## config.mk

```make
export PLATFORM = sky130hd
export DESIGN_NAME = mult_share_arb
export DESIGN_NICKNAME = d
export VERILOG_FILES = /design/src/rtl/mult_arb_pkg.sv /design/src/rtl/booth_multiplier_n.sv /design/src/rtl/mult_share_arb.sv
export SDC_FILE = /design/constraint.sdc
export NUM_CORES = 1
export LEC_CHECK = 0
export CAP_MARGIN = 10
export CELL_PAD_IN_SITES_DETAIL_PLACEMENT = 0
export CELL_PAD_IN_SITES_GLOBAL_PLACEMENT = 1
export CORE_ASPECT_RATIO = 0.7
export CORE_MARGIN = 1.5
export CORE_UTILIZATION = 44
export DETAILED_ROUTE_END_ITERATION = 10
export DONT_BUFFER_PORTS = 1
export GPL_TIMING_DRIVEN = 0
export PLACE_DENSITY = 0.79
export SLEW_MARGIN = 10
export SYNTH_ARGS = -nofsm -noshare
export SYNTH_HDL_FRONTEND = slang
export SYNTH_SLANG_ARGS = --single-unit
```

## constraint.sdc

```tcl
create_clock -name i_clk -period 12.4 [get_ports i_clk]
set_clock_uncertainty 0.2 [all_clocks]
set_input_delay 3.1 -clock i_clk [delete_from_list [all_inputs] [get_ports i_clk]]
set_output_delay 3.1 -clock i_clk [all_outputs]
set_load 0.05 [all_outputs]
```

## src/rtl/mult_arb_pkg.sv

```systemverilog
// Shared types and constants for the two-requester multiplier arbiter.
package mult_arb_pkg;

    localparam int NUM_REQ = 2;
    localparam int ID_W    = $clog2(NUM_REQ);

    typedef enum logic [1:0] {
        IDLE = 2'd0,
        CALC = 2'd1,
        RESP = 2'd2
    } state_t;

endpackage

```

## src/rtl/booth_multiplier_n.sv

```systemverilog
// Combinational signed radix-2 Booth multiplier, WIDTH x WIDTH -> 2*WIDTH.
module booth_multiplier_n #(
    parameter int WIDTH = 8
) (
    input  logic signed [WIDTH-1:0]   m,
    input  logic signed [WIDTH-1:0]   q,
    output logic signed [2*WIDTH-1:0] p
);

    logic signed [2*WIDTH-1:0] m_ext;
    logic signed [2*WIDTH-1:0] acc;
    logic                      prev;

    assign m_ext = {{WIDTH{m[WIDTH-1]}}, m};

    // Scan multiplier bit pairs, adding or subtracting the shifted multiplicand.
    always_comb begin
        acc  = '0;
        prev = 1'b0;
        for (int i = 0; i < WIDTH; i++) begin
            case ({q[i], prev})
                2'b01:   acc = acc + (m_ext <<< i);
                2'b10:   acc = acc - (m_ext <<< i);
                default: acc = acc;
            endcase
            prev = q[i];
        end
        p = acc;
    end

endmodule

```

## src/rtl/mult_share_arb.sv

```systemverilog
// Round-robin arbiter sharing one Booth multiplier between two valid/ready
// requesters. Not pipelined: one request is accepted, computed and returned
// before the next is granted.
//
// state | meaning
// IDLE  | waiting for a request, grant is combinational
// CALC  | operand regs drive the multiplier, product captured on exit
// RESP  | product presented, waiting for the consumer
module mult_share_arb #(
    parameter int WIDTH = 8
) (
    input  logic               i_clk,
    input  logic               i_reset,
    input  logic               i_req0_valid,
    output logic               o_req0_ready,
    input  logic [WIDTH-1:0]   i_req0_m,
    input  logic [WIDTH-1:0]   i_req0_q,
    input  logic               i_req1_valid,
    output logic               o_req1_ready,
    input  logic [WIDTH-1:0]   i_req1_m,
    input  logic [WIDTH-1:0]   i_req1_q,
    output logic               o_resp_valid,
    input  logic               i_resp_ready,
    output logic [2*WIDTH-1:0] o_resp_p,
    output logic               o_resp_id
);
    import mult_arb_pkg::*;

    state_t                    state;
    state_t                    state_nxt;
    logic                      prio;
    logic signed [WIDTH-1:0]   op_m;
    logic signed [WIDTH-1:0]   op_q;
    logic [ID_W-1:0]           op_id;
    logic signed [2*WIDTH-1:0] prod;
    logic                      req0_ready;
    logic                      req1_ready;
    logic                      accept;

    booth_multiplier_n #(.WIDTH(WIDTH)) u_mult (
        .m (op_m),
        .q (op_q),
        .p (prod)
    );

    assign o_req0_ready = req0_ready;
    assign o_req1_ready = req1_ready;
    assign accept       = req0_ready | req1_ready;

    // Next-state and grant; the last-served requester loses a tie, and
    // ready is held low while reset is asserted.
    always_comb begin
        state_nxt  = state;
        req0_ready = 1'b0;
        req1_ready = 1'b0;
        case (state)
            IDLE: begin
                req0_ready = i_req0_valid & (~prio | ~i_req1_valid) & ~i_reset;
                req1_ready = i_req1_valid & (prio | ~i_req0_valid) & ~i_reset;
                if (req0_ready | req1_ready) state_nxt = CALC;
            end
            CALC:    state_nxt = RESP;
            RESP:    if (i_resp_ready) state_nxt = IDLE;
            default: state_nxt = IDLE;
        endcase
    end

    // State register.
    always_ff @(posedge i_clk or posedge i_reset) begin
        if (i_reset) state <= IDLE;
        else         state <= state_nxt;
    end

    // Operand capture on grant, product capture in CALC, response valid flag.
    always_ff @(posedge i_clk or posedge i_reset) begin
        if (i_reset) begin
            prio         <= 1'b0;
            op_m         <= '0;
            op_q         <= '0;
            op_id        <= '0;
            o_resp_p     <= '0;
            o_resp_id    <= 1'b0;
            o_resp_valid <= 1'b0;
        end else begin
            case (state)
                IDLE: begin
                    if (accept) begin
                        op_m  <= req0_ready ? i_req0_m : i_req1_m;
                        op_q  <= req0_ready ? i_req0_q : i_req1_q;
                        op_id <= ID_W'(req1_ready);
                        prio  <= req0_ready;
                    end
                end
                CALC: begin
                    o_resp_p     <= prod;
                    o_resp_id    <= op_id[0];
                    o_resp_valid <= 1'b1;
                end
                RESP: begin
                    if (i_resp_ready) o_resp_valid <= 1'b0;
                end
                default: o_resp_valid <= 1'b0;
            endcase
        end
    end

endmodule
```

Yosys cells after proc, flatten, opt, wreduce, memory -nomap -nowiden:

Index checks and enable logic that the tools add are counted.

* register bits after elaboration: 38
* input bits: 37
* logic and storage cells: 75

* add/subtract/negate cells: 15
* eq/ne operators: 18
* mux-type cells: 17
* bitwise logic cells: 13
* reduce and logical (&&, ||, !) cells: 4

Operators with widths (count)
* case mux 16 bit (2 select lines): 7
* adder 16 x 10 -> 16 bit: 1
* adder 16 x 11 -> 16 bit: 1
* adder 16 x 12 -> 16 bit: 1
* adder 16 x 13 -> 16 bit: 1
* adder 16 x 14 -> 16 bit: 1
* adder 16 x 15 -> 16 bit: 1
* adder 16 x 9 -> 16 bit: 1
* == test 2 x 1 -> 1 bit, second input constant: 8
* == test 2 bit, second input constant: 8
* 2-to-1 mux 16 bit: 1
* 2-to-1 mux 8 bit: 2
* subtractor 16 x 10 -> 16 bit: 1
* subtractor 16 x 11 -> 16 bit: 1
* subtractor 16 x 12 -> 16 bit: 1
* subtractor 16 x 13 -> 16 bit: 1
* subtractor 16 x 14 -> 16 bit: 1
* subtractor 16 x 15 -> 16 bit: 1
* subtractor 16 x 9 -> 16 bit: 1
* subtractor 1 x 8 -> 9 bit, first input constant: 1
* case mux 2 bit (3 select lines): 1
* AND reduction 2 bit: 3
* inverter 1 bit: 5
* AND 1 bit: 4
* other kinds (6): 13

Longest topological paths before layout:

* depth in word-level cells: 16
* depth in mapped cells: 61
* depth with buffers taken out: 59

Hierarchy:

From an unflattened synthesis, not the netlist that was laid out.

* cells, all modules: 1029
* area total of the unflattened synthesis: 7785.0 µm²

By module, submodules not included
* booth_multiplier_n: times used 1, cells each 878, area an instance 6065.8 µm², seq. area each 0.0 µm²
* mult_share_arb: times used 1, cells each 151, area an instance 1719.1 µm², seq. area each 950.9 µm²

Least setup slack after synthesis:

Ideal clock, no wire load.

* path type: reg-to-reg
* start: reg op_q[0]
* end: reg o_resp_p[15]
* setup time: 69 ps
* data arrival time: 12182 ps
* required time: 12131 ps
* path slack: -51 ps
* cell stages (with the launch flop): 60
* buffers on the path: 4
* cells stage by stage: dfrtp_1 > inv_1 > clkbuf_1 > ha_1 > clkbuf_1 > clkbuf_1 > clkbuf_1 > mux2_2 > fa_1 > nand2b_1 > a21oi_1 > nand3_1 > a311o_1 > nand2_1 > xor2_1 > nor2_1 > xnor2_1 > ha_1 > [24 not listed] > xor2_1 > nor2_1 > a31oi_1 > a21bo_2 > ha_1 > xnor2_1 > nor2_1 > a21oi_1 > ha_1 > a21oi_1 > xor2_1 > nor2_1 > xor2_1 > xnor2_1 > xnor2_1 > xnor2_1 > mux4_2 > nand3_1

* longest elaborated chain between the ends: 15

RTL lines
* from (decl): RTL line mult_share_arb.sv:33 `logic signed [WIDTH-1:0] op_q;`
* from (signal assigned): RTL line mult_share_arb.sv:89 `op_q <= req0_ready ? i_req0_q : i_req1_q;`
* 2-to-1 mux 16 bit: RTL line booth_multiplier_n.sv:21 `case ({q[i], prev})`
* subtractor 16 x 9 -> 16 bit or adder 16 x 9 -> 16 bit (tied branches): RTL line booth_multiplier_n.sv:23, booth_multiplier_n.sv:22
* case mux 16 bit (2 select lines) *: RTL line booth_multiplier_n.sv:21
* subtractor 16 x 10 -> 16 bit or adder 16 x 10 -> 16 bit (tied branches): RTL line booth_multiplier_n.sv:23, booth_multiplier_n.sv:22
* case mux 16 bit (2 select lines) *: RTL line booth_multiplier_n.sv:21
* subtractor 16 x 11 -> 16 bit or adder 16 x 11 -> 16 bit (tied branches): RTL line booth_multiplier_n.sv:23, booth_multiplier_n.sv:22
* case mux 16 bit (2 select lines) *: RTL line booth_multiplier_n.sv:21
* subtractor 16 x 12 -> 16 bit or adder 16 x 12 -> 16 bit (tied branches): RTL line booth_multiplier_n.sv:23, booth_multiplier_n.sv:22
* case mux 16 bit (2 select lines) *: RTL line booth_multiplier_n.sv:21
* subtractor 16 x 13 -> 16 bit or adder 16 x 13 -> 16 bit (tied branches): RTL line booth_multiplier_n.sv:23, booth_multiplier_n.sv:22
* case mux 16 bit (2 select lines) *: RTL line booth_multiplier_n.sv:21
* subtractor 16 x 14 -> 16 bit or adder 16 x 14 -> 16 bit (tied branches): RTL line booth_multiplier_n.sv:23, booth_multiplier_n.sv:22
* case mux 16 bit (2 select lines) *: RTL line booth_multiplier_n.sv:21
* subtractor 16 x 15 -> 16 bit or adder 16 x 15 -> 16 bit (tied branches): RTL line booth_multiplier_n.sv:23, booth_multiplier_n.sv:22
* case mux 16 bit (2 select lines) *: RTL line booth_multiplier_n.sv:21
* to (signal assigned): RTL line mult_share_arb.sv:95 `o_resp_p <= prod;`
* to (decl): RTL line mult_share_arb.sv:24 `output logic [2*WIDTH-1:0] o_resp_p,`

Every way passes the cells marked *; elsewhere a longest branch is shown, timed or not.
A chain may end at the register's enable or synchronous reset.

Worst setup path after layout:

* start: reg op_m[0]
* end: reg o_resp_p[15]

* longest elaborated chain between the ends: 16

RTL lines
* from (decl): RTL line mult_share_arb.sv:32 `logic signed [WIDTH-1:0] op_m;`
* from (signal assigned): RTL line mult_share_arb.sv:88 `op_m <= req0_ready ? i_req0_m : i_req1_m;`
* subtractor 1 x 8 -> 9 bit: RTL line booth_multiplier_n.sv:23 `2'b10: acc = acc - (m_ext <<< i);`
* 2-to-1 mux 16 bit: RTL line booth_multiplier_n.sv:21
* subtractor 16 x 9 -> 16 bit or adder 16 x 9 -> 16 bit (tied branches): RTL line booth_multiplier_n.sv:23, booth_multiplier_n.sv:22
* case mux 16 bit (2 select lines): RTL line booth_multiplier_n.sv:21
* subtractor 16 x 10 -> 16 bit or adder 16 x 10 -> 16 bit (tied branches): RTL line booth_multiplier_n.sv:23, booth_multiplier_n.sv:22
* case mux 16 bit (2 select lines): RTL line booth_multiplier_n.sv:21
* subtractor 16 x 11 -> 16 bit or adder 16 x 11 -> 16 bit (tied branches): RTL line booth_multiplier_n.sv:23, booth_multiplier_n.sv:22
* case mux 16 bit (2 select lines): RTL line booth_multiplier_n.sv:21
* subtractor 16 x 12 -> 16 bit or adder 16 x 12 -> 16 bit (tied branches): RTL line booth_multiplier_n.sv:23, booth_multiplier_n.sv:22
* case mux 16 bit (2 select lines): RTL line booth_multiplier_n.sv:21
* subtractor 16 x 13 -> 16 bit or adder 16 x 13 -> 16 bit (tied branches): RTL line booth_multiplier_n.sv:23, booth_multiplier_n.sv:22
* case mux 16 bit (2 select lines): RTL line booth_multiplier_n.sv:21
* subtractor 16 x 14 -> 16 bit or adder 16 x 14 -> 16 bit (tied branches): RTL line booth_multiplier_n.sv:23, booth_multiplier_n.sv:22
* case mux 16 bit (2 select lines): RTL line booth_multiplier_n.sv:21
* subtractor 16 x 15 -> 16 bit or adder 16 x 15 -> 16 bit (tied branches): RTL line booth_multiplier_n.sv:23, booth_multiplier_n.sv:22
* case mux 16 bit (2 select lines) *: RTL line booth_multiplier_n.sv:21

Marked as above.

==> impl_metrics.csv <==
group,metric,value,unit
sta,tightest_slew,0.999,ns
worst_setup_path,cp_data_required_time,12.42,ns
grt,antenna_found_initial,0,
final_layout,diodes,0,
yosys,synth-xor-area-share,11.8,%
sta,hold_viol_final,0,
cts,clk_latency,0.29,ns
grt,grt_pass1_wl,38200,um
cts,cts_tree,"yes",
worst_setup_path,slowest_delay,0.51,ns
routing,drt_pre_antenna_iters,6,
routing,drt_wl_total,23900,um
worst_setup_path,critPathLaunch,"op_m[0]",
sta,setup_viol_count_final,0,
yosys,yosys.cell_types.count,86,
sta,relSlewSlack,33.4,%
yosys,synthesis.nets,1166,
yosys,synth_top_area_share,12.6,%
routing,drt-initial-drc-count,602,
worst_setup_path,crit_path_start_kind,"flop",
floorplan,die_w,159,um
yosys,synth_edf_count,0,
place,port_buffers,0,
worst_setup_path,cp-end-kind,"flop",
yosys,synth_compound_area_share,27.1,%
grt,grt_use_total,26.5,%
sta,setup_tns,0,ns
routing,viasPerCell,5.82,
final_layout,post-route-util,51.8,%
sta,finalWorstPathRequiredPeriod,11.88,ns
flow_run,maxCapViolCount,0,
sta,finalWorstSetupSlack,0.523,ns
yosys,synth_adder_area_share,14.5,%
final_layout,nNetsFinal,1204,
floorplan,ios,57,
routing,ant_nets,0,
status,status,"finished clean",
grt,grt_max_degree,31,
place,hpwl,18900,um
floorplan,die_h,112,um
place,gp_congestion,0.874,
routing,drc,0,
cts,clkSinkCount,38,
cts,h-tree-depth,2,
final_layout,syn2layout_area_growth,13.6,%
grt,grt_overflow,0,
sta,max_freq,84.2,MHz
yosys,synth_cells,1047,
yosys,yosys.area.top_type,"dfrtp_1",
grt,grt_pass1_vias,6982,
floorplan,initial_core_util,45.6,%
routing,wl_per_cell,18.2,um
min_path,hp-class,"flop to flop",
yosys,ys_ff_latch,38,
place,dpl_cell_area,7820,sq um
cts,clk_path_buf_depth,2,
worst_setup_path,crit_top_cell,"ha_4",
yosys,synth_ff_type,"dfrtp_1",
yosys,ys_seq_area_share,12.6,%
yosys,synthSimpleGateAreaFrac,21.4,%
place,dp_slack,-2.16,ns
worst_setup_path,crit_slowest_cell,"or4_1",
yosys,synth_top_family_by_area,"compound AO/OA/AOI/OAI gates",
worst_setup_path,crit_path_max_fanout,10,
yosys,netlist_area,7520,sq um
worst_setup_path,reg2reg_from,"op_m[0]",
final_layout,fin_area,8540,sq um
floorplan,die_area,17900,sq um
min_path,holdCritStartpoint,"op_id",
cts,cts.clk_slew.worst_paths,0.07,ns
sta,post-route-period-util,95.8,%
yosys,yosys_warnings,0,
final_layout,drive_above_1_share,13.7,%
sta,finalMaxSlewViolations,0,
cts,cts_buffers,5,
cts,root_buffer,"clkbuf_16",
yosys,synthMuxAreaShare,5.73,%
worst_setup_path,critPathArrivalTime,11.90,ns
yosys,synth.avg_cell_area,7.18,sq um
yosys,synthTopCellsByArea,"dfrtp_1 (13%), ha_1 (12%), xnor2_1 (9.7%), nor2_1 (6.4%), nand2_1 (5.7%)",
floorplan,placementRows,39,
floorplan,core,16500,sq um
worst_setup_path,crit_type,"flop to flop",
yosys,async_flop_share,100,%
routing,vias,7635,
cells in the final DEF, fill, tap and decap left out, types with 11 or more instances in the layout:
cell      instances
nand2_1         112
a31oi_1          31
a21oi_1          62
nand3_1          19
xnor2_1          81
clkbuf_1         37
o21bai_1         11
xor2_1           18
a21o_1           28
nor2_1          126
buf_4            34
mux2_2           20
nor3_1           18
inv_1            57
ha_1             67
dfrtp_1          37
o21ai_0          61
mux2i_1          16
o21a_1           15
final cells by class:
type                            count  area (sq um)
Sequential cell                    38           952
Clock inverter                      3          45.0
Fill cell                        1669          7960
Tap cell                          225           282
Clock buffer                        5           125
Timing Repair Buffer               34           268
Inverter                           67           251
Multi-Input combinational cell    879          6310
Buffer                             60           305
layer usage:
layer  GRT usage (%)  wire, um
met1            40.9     12200
met2            39.0      9950
met3            4.10      1530
met4            3.90       198
met5               0         0
kinds of logic (layout without fill, tap and decap cells):
group,Yosys count,in the layout
AO/OA/AOI/OAI,305,305
buffers and inverters,130,169
flip-flops,38,38
adder cells (fa/ha/maj),83,83
XOR/XNOR,101,101
AND/OR/NAND/NOR,351,351
multiplexers,39,39
per-stage QoR:
step / instances / hold WS, ns
finish: 1311 / 0.293
global route: 1311 / 0.333
CTS: 1293 / 0.296
detailed placement: 1273 / 0.280
global placement: 1272 / 0.288
floorplan: 1047 / 0.239
final timing paths:
| check | to | slack, ns | cells past startpoint |
|---|---|---|---|
| worst max-delay path | o_resp_p[15] | 0.52 | 57 |
| worst min-delay path | o_resp_id | 0.29 | 2 |
| worst max register to register | o_resp_p[15] | 0.52 | 57 |
| worst min register to register | o_resp_id | 0.29 | 2 |
| max in group asynchronous | op_m[0] | 9.17 | 2 |
| min in group asynchronous | o_resp_valid | 2.40 | 1 |
state kept, by name, summed over array words and instances (netlist names):
signal        cells
o_resp_valid      1
op_m              8
o_resp_id         1
o_resp_p         16
prio              1
state             2
op_q              8
op_id             1
cell usage after synthesis, drive strengths merged, types with 10 or more instances:
cell	count
a21o	29
a21oi	67
a31oi	32
buf	19
clkbuf	44
dfrtp	38
ha	75
inv	63
mux2	22
mux2i	16
nand2	115
nand2b	11
nand3	20
nor2	129
nor2b	10
nor3	19
o21a	15
o21ai	74
o21bai	11
o31ai	11
xnor2	83
xor2	18
timing repair:
item | CTS | global route
pin swaps | 11 | 18
buffers inserted | 12 | 21
hold endpoints to repair | 0 | 0
gates resized for setup | 33 | 54
endpoints found under the setup margin | 3 | 1
hold buffers | 0 | 0
worst max-delay path: cells and delay by family (launching register included):
kind / cells / cell delay [ns]
and+or+nand+nor: 15 / 2.82
buffers and inverters: 6 / 0.78
muxes: 2 / 0.79
AOI/OAI and AO/OA: 18 / 3.28
adders and majority gates: 7 / 1.99
xor gates and xnor gates: 9 / 1.51
DFF: 1 / 0.42
Power is left out: the tool's default activity adds up to more than one toggle a clock period on the data nets, which glitch-free logic cannot reach.
